===== src/rtl/semaforo_pkg.sv =====
// Shared constants for the traffic-light semaphore: default clock rate,
// interval multipliers and the light-state encoding used by control and bench.
package semaforo_pkg;

    localparam int CLK_FREQ_DEFAULT = 25_000_000;

    // Interval multipliers: red 5 s, green 7 s, yellow 1/2 s.
    localparam int RED_SECONDS    = 5;
    localparam int GREEN_SECONDS  = 7;
    localparam int YELLOW_DIVISOR = 2;

    typedef enum logic [1:0] {
        LIGHT_RED    = 2'd0,
        LIGHT_GREEN  = 2'd1,
        LIGHT_YELLOW = 2'd2
    } light_t;

    function automatic int red_cycles(input int freq);
        return RED_SECONDS * freq;
    endfunction

    function automatic int green_cycles(input int freq);
        return GREEN_SECONDS * freq;
    endfunction

    function automatic int yellow_cycles(input int freq);
        return freq / YELLOW_DIVISOR;
    endfunction

    // Counter width for an interval of t cycles; never narrower than one bit.
    function automatic int count_width(input int t);
        return (t < 2) ? 1 : $clog2(t);
    endfunction

endpackage


===== src/rtl/bloco_operativo_if.sv =====
// Strobe/flag bundle between the semaphore control FSM (master) and the
// timing datapath bloco_operativo (slave).
interface bloco_operativo_if;

    logic ped_btn;
    logic load_Reg5s;
    logic clear_Reg5s;
    logic load_Reg7s;
    logic clear_Reg7s;
    logic load_Reg05s;
    logic clear_Reg05s;
    logic fim_5s;
    logic fim_7s;
    logic fim_05s;
    logic pedestrian;

    modport master (
        output ped_btn,
        output load_Reg5s,
        output clear_Reg5s,
        output load_Reg7s,
        output clear_Reg7s,
        output load_Reg05s,
        output clear_Reg05s,
        input  fim_5s,
        input  fim_7s,
        input  fim_05s,
        input  pedestrian
    );

    modport slave (
        input  ped_btn,
        input  load_Reg5s,
        input  clear_Reg5s,
        input  load_Reg7s,
        input  clear_Reg7s,
        input  load_Reg05s,
        input  clear_Reg05s,
        output fim_5s,
        output fim_7s,
        output fim_05s,
        output pedestrian
    );

endinterface


===== src/rtl/temporizador_fim.sv =====
// Saturating interval counter: clear beats load, counts up to T-1 and holds;
// fim is a direct decode of the register (no extra stage).
module temporizador_fim
    import semaforo_pkg::*;
#(
    parameter int T = 2
) (
    input  logic clk,
    input  logic rst,
    input  logic load,
    input  logic clear,
    output logic fim
);

    localparam int             W    = count_width(T);
    localparam logic [W-1:0]   LAST = W'(T - 1);

    logic [W-1:0] count_reg;
    logic [W-1:0] count_next;

    always_comb begin
        count_next = count_reg;
        if (clear) begin
            count_next = '0;
        end else if (load && (count_reg != LAST)) begin
            count_next = count_reg + W'(1);
        end
    end

    always_ff @(posedge clk or negedge rst) begin
        if (!rst) begin
            count_reg <= '0;
        end else begin
            count_reg <= count_next;
        end
    end

    assign fim = (count_reg == LAST);

endmodule


===== src/rtl/bloco_operativo.sv =====
// Semaphore timing datapath: red/green/yellow interval counters plus pedestrian
// conditioning (2-flop sync + edge pulse when PED_SYNC_EN is defined).
module bloco_operativo
    import semaforo_pkg::*;
#(
    parameter int CLK_FREQ = CLK_FREQ_DEFAULT
) (
    input  logic               clk,
    input  logic               rst,
    bloco_operativo_if.slave   bus
);

    // Interval lengths in cycles; each must be at least 2.
    localparam int T5  = red_cycles(CLK_FREQ);
    localparam int T7  = green_cycles(CLK_FREQ);
    localparam int T05 = yellow_cycles(CLK_FREQ);

    logic [2:0] load_vec;
    logic [2:0] clear_vec;
    logic [2:0] fim_vec;

    // Index 0 = red, 1 = green, 2 = yellow.
    assign load_vec  = {bus.load_Reg05s,  bus.load_Reg7s,  bus.load_Reg5s};
    assign clear_vec = {bus.clear_Reg05s, bus.clear_Reg7s, bus.clear_Reg5s};

    genvar gi;
    generate
        for (gi = 0; gi < 3; gi++) begin : g_timer
            localparam int TI = (gi == 0) ? T5 : ((gi == 1) ? T7 : T05);
            temporizador_fim #(
                .T(TI)
            ) u_timer (
                .clk   (clk),
                .rst   (rst),
                .load  (load_vec[gi]),
                .clear (clear_vec[gi]),
                .fim   (fim_vec[gi])
            );
        end
    endgenerate

    assign bus.fim_5s  = fim_vec[0];
    assign bus.fim_7s  = fim_vec[1];
    assign bus.fim_05s = fim_vec[2];

`ifdef PED_SYNC_EN
    logic sync1_reg;
    logic sync2_reg;
    logic prev_reg;
    logic pulse_reg;

    // Pulse is registered, so it appears on the third edge after the button rises.
    always_ff @(posedge clk or negedge rst) begin
        if (!rst) begin
            sync1_reg <= 1'b0;
            sync2_reg <= 1'b0;
            prev_reg  <= 1'b0;
            pulse_reg <= 1'b0;
        end else begin
            sync1_reg <= bus.ped_btn;
            sync2_reg <= sync1_reg;
            prev_reg  <= sync2_reg;
            pulse_reg <= sync2_reg & ~prev_reg;
        end
    end

    assign bus.pedestrian = pulse_reg;
`else
    assign bus.pedestrian = bus.ped_btn;
`endif

endmodule


===== src/flat_wrapper.sv =====
// flat-port wrapper written by rule: the top's interface ports become plain ports
module bloco_operativo_flat import semaforo_pkg::*;
#(
    parameter int CLK_FREQ = CLK_FREQ_DEFAULT
)
  (clk, rst, bus_ped_btn, bus_load_Reg5s, bus_clear_Reg5s, bus_load_Reg7s, bus_clear_Reg7s, bus_load_Reg05s, bus_clear_Reg05s, bus_fim_5s, bus_fim_7s, bus_fim_05s, bus_pedestrian);
  bloco_operativo_if bus_i ();
  input  logic clk;
  input  logic rst;
  input wire logic [$bits(bus_i.ped_btn)-1:0] bus_ped_btn;
  input wire logic [$bits(bus_i.load_Reg5s)-1:0] bus_load_Reg5s;
  input wire logic [$bits(bus_i.clear_Reg5s)-1:0] bus_clear_Reg5s;
  input wire logic [$bits(bus_i.load_Reg7s)-1:0] bus_load_Reg7s;
  input wire logic [$bits(bus_i.clear_Reg7s)-1:0] bus_clear_Reg7s;
  input wire logic [$bits(bus_i.load_Reg05s)-1:0] bus_load_Reg05s;
  input wire logic [$bits(bus_i.clear_Reg05s)-1:0] bus_clear_Reg05s;
  output wire logic [$bits(bus_i.fim_5s)-1:0] bus_fim_5s;
  output wire logic [$bits(bus_i.fim_7s)-1:0] bus_fim_7s;
  output wire logic [$bits(bus_i.fim_05s)-1:0] bus_fim_05s;
  output wire logic [$bits(bus_i.pedestrian)-1:0] bus_pedestrian;
  assign bus_i.ped_btn = bus_ped_btn;
  assign bus_i.load_Reg5s = bus_load_Reg5s;
  assign bus_i.clear_Reg5s = bus_clear_Reg5s;
  assign bus_i.load_Reg7s = bus_load_Reg7s;
  assign bus_i.clear_Reg7s = bus_clear_Reg7s;
  assign bus_i.load_Reg05s = bus_load_Reg05s;
  assign bus_i.clear_Reg05s = bus_clear_Reg05s;
  assign bus_fim_5s = bus_i.fim_5s;
  assign bus_fim_7s = bus_i.fim_7s;
  assign bus_fim_05s = bus_i.fim_05s;
  assign bus_pedestrian = bus_i.pedestrian;
  bloco_operativo #(.CLK_FREQ(CLK_FREQ)) u_core (.clk(clk), .rst(rst), .bus(bus_i));
endmodule

===== config.mk =====
export PLATFORM = sky130hd
export DESIGN_NAME = bloco_operativo_flat
export DESIGN_NICKNAME = d
export VERILOG_FILES = /design/src/rtl/semaforo_pkg.sv /design/src/rtl/bloco_operativo_if.sv /design/src/rtl/temporizador_fim.sv /design/src/rtl/bloco_operativo.sv /design/src/flat_wrapper.sv
export SDC_FILE = /design/constraint.sdc
export NUM_CORES = 1
export LEC_CHECK = 0
export CAP_MARGIN = 10
export CORE_MARGIN = 2
export CORE_UTILIZATION = 45
export CTS_CLUSTER_SIZE = 16
export DETAILED_ROUTE_END_ITERATION = 8
export GPL_TIMING_DRIVEN = 0
export SLEW_MARGIN = 20
export SYNTH_ARGS = -nofsm -noshare
export SYNTH_HDL_FRONTEND = slang
export SYNTH_HIERARCHICAL = 1
export SYNTH_SLANG_ARGS = --single-unit
export TNS_END_PERCENT = 50

===== constraint.sdc =====
create_clock -name clk -period 2.8 [get_ports clk]
set_input_delay 0.7 -clock clk [delete_from_list [all_inputs] [get_ports clk]]
set_output_delay 0.7 -clock clk [all_outputs]
set_load 0.005 [all_outputs]

==> results of run 1 <==
-- power breakdown --
part	internal [mW]	leakage, nW	switching (mW)
registers	1.15	1.10	0.0106
clock network	0.505	0.107	0.429
logic	0.0379	0.756	0.0733
total	1.69	1.96	0.513
-- critical path, stage by stage (launching register included) --
cell and delay, ns:
dfrtp_1 0.45, ha_4 0.19, and4_1 0.25, nand3_2 0.15
nor2_1 0.12, clkdlybuf4s50_1 0.50
-- cell type report --
type                            instances  area (um^2)  area share (%)
Multi-Input combinational cell        351         2230            45.8
Sequential cell                        79         1980            40.6
Timing Repair Buffer                   17          165            3.39
Tap cell                              129          161            3.31
Clock buffer                           11          131            2.69
Buffer                                 16         93.8            1.92
Clock inverter                          5         82.6            1.69
Inverter                                8         30.0           0.616
-- synth_stat cells (all sizes together) (11+ instances only) --
library cell  number
and4              11
o21ai             26
or4               14
nor4              13
or3               20
nor3              11
nor2              61
nand3             33
xor2              26
nand4             19
nand2             35
xnor2             20
dfrtp             79
a21oi             22
-- layer usage --
layer | track usage (%) | wire length, um | up-vias
met5 | 0 | 0 | -
met4 | 7.17 | 133 | 0
met3 | 3.38 | 325 | 12
met2 | 29.4 | 4270 | 60
met1 | 27.4 | 4310 | 1682
li1 | - | - | 1680
-- cells by family after synthesis --
family	after synthesis	synth area share, %
AND/OR/NAND/NOR	241	31.8
flip-flops	79	46.0
AO/OA/AOI/OAI	56	7.72
XOR/XNOR	46	9.38
buffers and inverters	24	2.88
multiplexers	5	1.31
adder cells (fa/ha/maj)	3	0.874
-- worst max-delay path by stage --
| stage | slack [ns] | end | cells after the start | start |
|---|---|---|---|---|
| after floorplan | 0.41 | u_core/g_timer[1].u_timer/count_reg[2] | 6 | u_core/g_timer[1].u_timer/count_reg[16] |
| after global placement | -1.91 | u_core/g_timer[2].u_timer/count_reg[1] | 1 | rst |
| after detailed placement | -0.14 | bus_fim_7s | 4 | u_core/g_timer[1].u_timer/count_reg[16] |
| after CTS | 0.008 | bus_fim_05s | 5 | u_core/g_timer[2].u_timer/count_reg[0] |
| after global routing | -0.01 | bus_fim_5s | 4 | u_core/g_timer[0].u_timer/count_reg[10] |
| final | 0.08 | bus_fim_05s | 5 | u_core/g_timer[2].u_timer/count_reg[1] |
-- through the flow --
step           setup WS [ns]  setup TNS, ns  cell area (um^2)  cells
2_1_floorplan          0.405              0              4300    454
3_3_place_gp           -1.91        -153.24              4560    593
3_5_place_dp          -0.141         -0.464              4590    594
4_1_cts              0.00843              0              4820    612
5_1_grt              -0.0101        -0.0101              4880    616
6_report              0.0798              0              4880    616
-- repair_timing --
item                       4_1_cts  5_1_grt
resized for setup                6        5
setup endpoints to repair        2        3
setup buffers                    2        4
hold endpoints to repair         0        0
pin swaps                        1        3
gates cloned                     0        0
hold buffers                     0        0
==> results.cfg, run 1 <==
[routing]
drc = 0
drtPass1Iterations = 4
drt-total-wl_mm = 9.04
initialDrtViolationCount = 129
avgViaCountPerCell = 5.57
ant_nets = 0
wl_per_cell_um = 14.7
vias = 3434

[critical_path]
crit_fanout = 5
crit-reg2reg-launch = u_core/g_timer[1].u_timer/count_reg[16]
critPathLaunchType = flop
end_kind = output pin
r2r-end = u_core/g_timer[1].u_timer/count_reg[2]
setup.worst_path.class = reg -> out
rrSetupSlack_ns = 0.25
ff2ff_path_depth = 6
cp.required_ns = 2.10
critPathArrivalTime_ns = 2.02

[clock_tree]
cts_tree = yes
cts_buffer_depth = 2
clock_latency_ns = 0.35
cts_root_buf = clkbuf_8
clk_pin_slew_ns = 0.08
cts_buffers = 9
clock_sinks = 79
cts_max_level = 3

[die]
die_area_um2 = 10300
start_util_pct = 46.5
die_width_um = 102
row_count = 35
die_y_um = 102
ios = 13
core-area_um2 = 9240

[synthesis]
syn-instance-count = 454
syn_area_per_cell_um2 = 9.46
synth-seq-cells = 79
synth.distinct_cells = 45
synth_top_area_share_pct = 46.0
syn_area_um2 = 4300
yosysSeqAreaShare_pct = 46.0
ys.flop_type = dfrtp_1
synthesis.nets = 466
async_flop_share_pct = 100
synth_area_leader_cell = dfrtp_1
yosysWarnings = 6
ys_top_cells_by_area = dfrtp_1 46%, xor2_1 5.3%, nor2_1 5.2%
synth-edff-count = 0

[layout]
syn2layout_area_growth_pct = 13.6
largest_reg_flops = 79
layout_common_cells = 77 x dfrtp_1, 60 x nor2_1, 35 x nand2_1
nets = 494
drive_above_1_share_pct = 11.1
fin_util_pct = 52.8
fillers = 886
n_antenna_cell = 0
layout_commonest_cell = dfrtp_1

[hold_path]
min_path_type = in -> async

[timing]
finalMaxSlewViolations = 0
hold-worst-slack_ns = 0.250
rsz0062_at_grt = yes
maxSlewHeadroom_pct = 26.7
hold_violations = 0
max_freq_mhz = 368
worst_slew_pin_slew_ns = 1.09
clock_skew_ns = 0.0109
final-setup-viol-count = 0
period_needed_ns = 2.72
fin_crit_sh_pct = 97.1

[placed_design]
io_buffers = 10
gp_congestion = 0.825
hpwl_mm = 6.18

[flow_run]
cap_violations = 0

[global_route]
grt_overflow_total = 0
grt_pass1_wl_mm = 15.8
antenna_found_initial = 0
grt_max_degree = 55
grtUsageTotal_pct = 19.2
grt_pass1_vias = 3246

[pwr]
power_mw = 2.20
power.density_nw_per_um2 = 452
vdd_ir_drop_max_uv = 206
leakage_nw = 1.96

[outcome]
outcome = finished, final reports clean
No activity file was read; power rests on OpenSTA's default activity.
==> run 2: changes to the inputs <==
REMOVE_ABC_BUFFERS = 1   (was default)
==> results.cfg, run 2 (same netlist as run 1, synthesis figures left out) <==
[die]
row_count = 35
ios = 13
start_util_pct = 46.5
core-area_um2 = 9240
die_width_um = 102
die_area_um2 = 10300
die_y_um = 102

[timing]
fin_crit_sh_pct = 96.8
clock_skew_ns = 0.0145
finalMaxSlewViolations = 0
rsz0062_at_grt = yes
max_freq_mhz = 369
final-setup-viol-count = 0
worst_slew_pin_slew_ns = 1.08
period_needed_ns = 2.71
maxSlewHeadroom_pct = 27.0
hold_violations = 0
fin_ws_ns = 0.0900

[routing]
initialDrtViolationCount = 115
vias = 3345
drtPass1Iterations = 4
ant_nets = 0
avgViaCountPerCell = 5.56
drt-total-wl_mm = 8.57
wl_per_cell_um = 14.2
drc = 0

[clock_tree]
clock_sinks = 79
cts_max_level = 3
clock_latency_ns = 0.36
cts_buffers = 9
cts_root_buf = clkbuf_8
clk_pin_slew_ns = 0.09
cts_tree = yes
cts_buffer_depth = 2

[global_route]
use_met2_pct = 27.5
gr-max-usage-layer = met2
grtUsageTotal_pct = 17.8
grt_pass1_wl_mm = 14.8
antenna_found_initial = 0
grt_pass1_vias = 3144
grt_overflow_total = 0
grt.met1_usage_pct = 24.9
grt_max_degree = 48
use_met3_pct = 3.66

[layout]
stdcell_count = 602
n_antenna_cell = 0
final_area_um2 = 4800
fin_util_pct = 52.0
layout_common_cells = 78 x dfrtp_1, 60 x nor2_1, 35 x nand2_1
syn2layout_area_growth_pct = 11.8
layout_commonest_cell = dfrtp_1
nets = 480
largest_reg_flops = 79
drive_above_1_share_pct = 11.6

[critical_path]
r2r-end = u_core/g_timer[1].u_timer/count_reg[2]
startpoint = u_core/g_timer[1].u_timer/count_reg[16]
critPathLaunchType = flop
cp_slowest_cell = or4b_1
path_cells = or4b_1 > or4_4 > nor4_4 > buf_2
ff2ff_path_depth = 6
crit_fanout = 2
crit-reg2reg-launch = u_core/g_timer[1].u_timer/count_reg[16]
setup.worst_path.class = reg -> out
critPathArrivalTime_ns = 2.01
slowest_delay_ns = 0.52
path_delay_family = simple AND/OR/NAND/NOR gates
cp_num_buf_inv = 1
end_kind = output pin
rrSetupSlack_ns = 0.17
cp.required_ns = 2.10
cp.depth = 4
cp-endpoint = bus_fim_7s

[flow_run]
cap_violations = 0

[placed_design]
placed_area_um2 = 4490
gp_congestion = 0.809
io_buffers = 10
pre_cts_slack_ns = -0.179
dp.cells = 578
hpwl_mm = 5.61

[outcome]
outcome = finished, final reports clean

[hold_path]
min_path_type = in -> async

[pwr]
vdd_ir_drop_max_uv = 277
leakage_nw = 1.93
power.density_nw_per_um2 = 445
[run 2: report_power, final]
part / total, mW / switching (mW) / internal, mW / leakage [nW]
registers: 1.16 / 0.0105 / 1.15 / 1.10
clock network: 0.881 / 0.459 / 0.423 / 0.0982
logic: 0.0974 / 0.0680 / 0.0294 / 0.735
[run 2: routing by layer]
| metal | vias to the layer above | wire [um] |
|---|---|---|
| li1 | 1651 | - |
| met1 | 1640 | 4260 |
| met2 | 42 | 3930 |
| met3 | 12 | 257 |
| met4 | 0 | 114 |
| met5 | - | 0 |
[run 2: worst min path at each step]
| stage | slack [ns] | end | cells after the start |
|---|---|---|---|
| 4_1_cts | 0.28 | u_core/g_timer[0].u_timer/count_reg[10] | 1 |
| 5_1_grt | 0.30 | u_core/g_timer[0].u_timer/count_reg[10] | 1 |
| 3_3_place_gp | 0.52 | u_core/g_timer[2].u_timer/count_reg[21] | 2 |
| 3_5_place_dp | 0.53 | u_core/g_timer[1].u_timer/count_reg[22] | 2 |
| 6_report | 0.28 | u_core/g_timer[0].u_timer/count_reg[10] | 1 |
| 2_1_floorplan | 0.40 | u_core/g_timer[0].u_timer/count_reg[0] | 0 |
[run 2: metrics by stage]
stage               hold WS [ns]  setup TNS (ns)  power [mW]
floorplan                  0.404               0        1.21
finish                     0.278               0        2.14
global route               0.299         -0.0614        2.23
CTS                        0.282       -0.000672        2.17
detailed placement         0.532          -0.746        1.28
global placement           0.518         -150.33        1.27
[run 2: area by class of cell]
class	instances	area [um^2]
multi-input combinational	351	2260
tap	129	161
clock buffer	9	124
sequential	79	1980
fill	854	4440
timing repair buffer	19	175
clock inverter	7	78.8
inverter	8	30.0
[run 2: repair_timing]
item	CTS	global route
buffers inserted	3	5
hold buffers	0	0
pin swaps	3	3
gates resized for setup	8	5
endpoints found under the setup margin	3	3
==> run 3: changes to the inputs <==
CORE_MARGIN = default   (was 2)
HOLD_SLACK_MARGIN = 0.08   (was default)
==> results.cfg, run 3 (same netlist as run 1, synthesis figures left out) <==
[outcome]
outcome = finished, final reports clean

[critical_path]
setup.worst_path.class = reg -> out
critPathLaunchType = flop
rrSetupSlack_ns = 0.17
crit_fanout = 2
crit-reg2reg-launch = u_core/g_timer[1].u_timer/count_reg[16]
r2r-end = u_core/g_timer[1].u_timer/count_reg[2]
cp.required_ns = 2.10
ff2ff_path_depth = 6
startpoint = u_core/g_timer[1].u_timer/count_reg[16]
end_kind = output pin
critPathArrivalTime_ns = 2.04

[layout]
nets = 477
layout_common_cells = 76 x dfrtp_1, 60 x nor2_1, 35 x nand2_1
drive_above_1_share_pct = 11.1
layout_commonest_cell = dfrtp_1
layout.area.seq_um2 = 1980
syn2layout_area_growth_pct = 12.2
multi_input_area_um2 = 2240
stdcell_count = 599
n_antenna_cell = 0
largest_reg_flops = 79
fillers = 840

[clock_tree]
cts_buffers = 9
cts_max_level = 3
cts_buffer_depth = 2
clock_latency_ns = 0.37
cts_root_buf = clkbuf_8
cts_tree = yes
clk_pin_slew_ns = 0.08
holdBufCountCts = 0
clock_sinks = 79

[timing]
rsz0062_at_grt = yes
maxSlewHeadroom_pct = 29.8
finalMaxSlewViolations = 0
fin_ws_ns = 0.0585
max_freq_mhz = 365
period_needed_ns = 2.74
hold_violations = 0
final-setup-viol-count = 0
worst_slew_pin_slew_ns = 1.04
clock_skew_ns = 0.0125
fin_crit_sh_pct = 97.9

[placed_design]
dp.cells = 578
hpwl_mm = 5.55
io_buffers = 10
gp_congestion = 0.791
pre_cts_slack_ns = -0.189

[routing]
ant_nets = 0
initialDrtViolationCount = 100
drtPass1Iterations = 4
drc = 0
avgViaCountPerCell = 5.60
drt-total-wl_mm = 8.35
wl_per_cell_um = 13.9
vias = 3356

[flow_run]
cap_violations = 0

[global_route]
grt_pass1_wl_mm = 15.0
grt_pass1_vias = 3211
antenna_found_initial = 0
grtUsageTotal_pct = 19.0
grt_max_degree = 42
grt_overflow_total = 0

[pwr]
power_mw = 2.36
power.density_nw_per_um2 = 491
pwr-share-comb_pct = 4.0
internal_power_mw = 1.86
vdd_ir_drop_max_uv = 308
seqPwrFrac_pct = 49.1
switchingPower_uw = 506
p_clk_share_pct = 47.0
switching_share_pct = 21.4
leakage_nw = 1.93

[die]
ios = 13
die_y_um = 99.7
die_area_um2 = 9940
core-area_um2 = 9240
row_count = 35
start_util_pct = 46.5
die_width_um = 99.7

[hold_path]
min_path_type = in -> async
run 3: repair_timing:
| item | CTS | global route |
|---|---|---|
| cloned | 0 | 0 |
| gates resized for setup | 8 | 5 |
| pin swaps | 3 | 2 |
| endpoints found under the setup margin | 2 | 5 |
| setup buffers | 3 | 2 |
run 3: layout make-up:
cell class | count | share of cell area (%)
Inverter | 8 | 0.623
Clock buffer | 10 | 2.65
Sequential cell | 79 | 41.1
Clock inverter | 6 | 2.75
Multi-Input combinational cell | 351 | 46.5
Tap cell | 129 | 3.35
Timing Repair Buffer | 16 | 3.01
run 3: worst max path at each step:
stage                                                  end
floorplan           u_core/g_timer[1].u_timer/count_reg[2]
global placement    u_core/g_timer[1].u_timer/count_reg[1]
detailed placement                              bus_fim_7s
CTS                                             bus_fim_7s
global route                                   bus_fim_05s
finish                                          bus_fim_7s
run 3: worst max-delay path, stage by stage, from the launching register on:
cell and delay [ns]:
dfrtp_1 0.40, or4b_1 0.52, or4_4 0.45, nor4_4 0.15, buf_2 0.15
run 3: metrics by stage:
| step | TNS, ns | hold slack (ns) | util, % | area, um^2 |
|---|---|---|---|---|
| 3_3_place_gp | -148.43 | 0.517 | 48.3 | 4460 |
| 3_5_place_dp | -0.653 | 0.535 | 48.6 | 4490 |
| 2_1_floorplan | 0 | 0.404 | - | 4200 |
| 4_1_cts | -0.0338 | 0.305 | 51.8 | 4780 |
| 6_report | 0 | 0.294 | 52.1 | 4820 |
| 5_1_grt | -0.0782 | 0.334 | 52.1 | 4820 |
run 3: metal layers:
layer	global-route usage (%)	part of all wire [%]	vias up	wire length, um
li1	-	-	1661	-
met1	24.9	49	1641	4100
met2	30.4	46	42	3850
met3	4.92	3.1	12	259
met4	6.79	1.6	0	133
met5	0	0	-	0
run 3: power by group through the flow:
stage                     Combinational [mW]  Clock, mW  Sequential [mW]
after floorplan                       0.0303          0             1.18
after CTS                             0.0962       1.15             1.16
final                                 0.0941       1.11             1.16
after detailed placement              0.0958          0             1.18
after global placement                0.0912          0             1.18
after global routing                   0.110       1.18             1.16
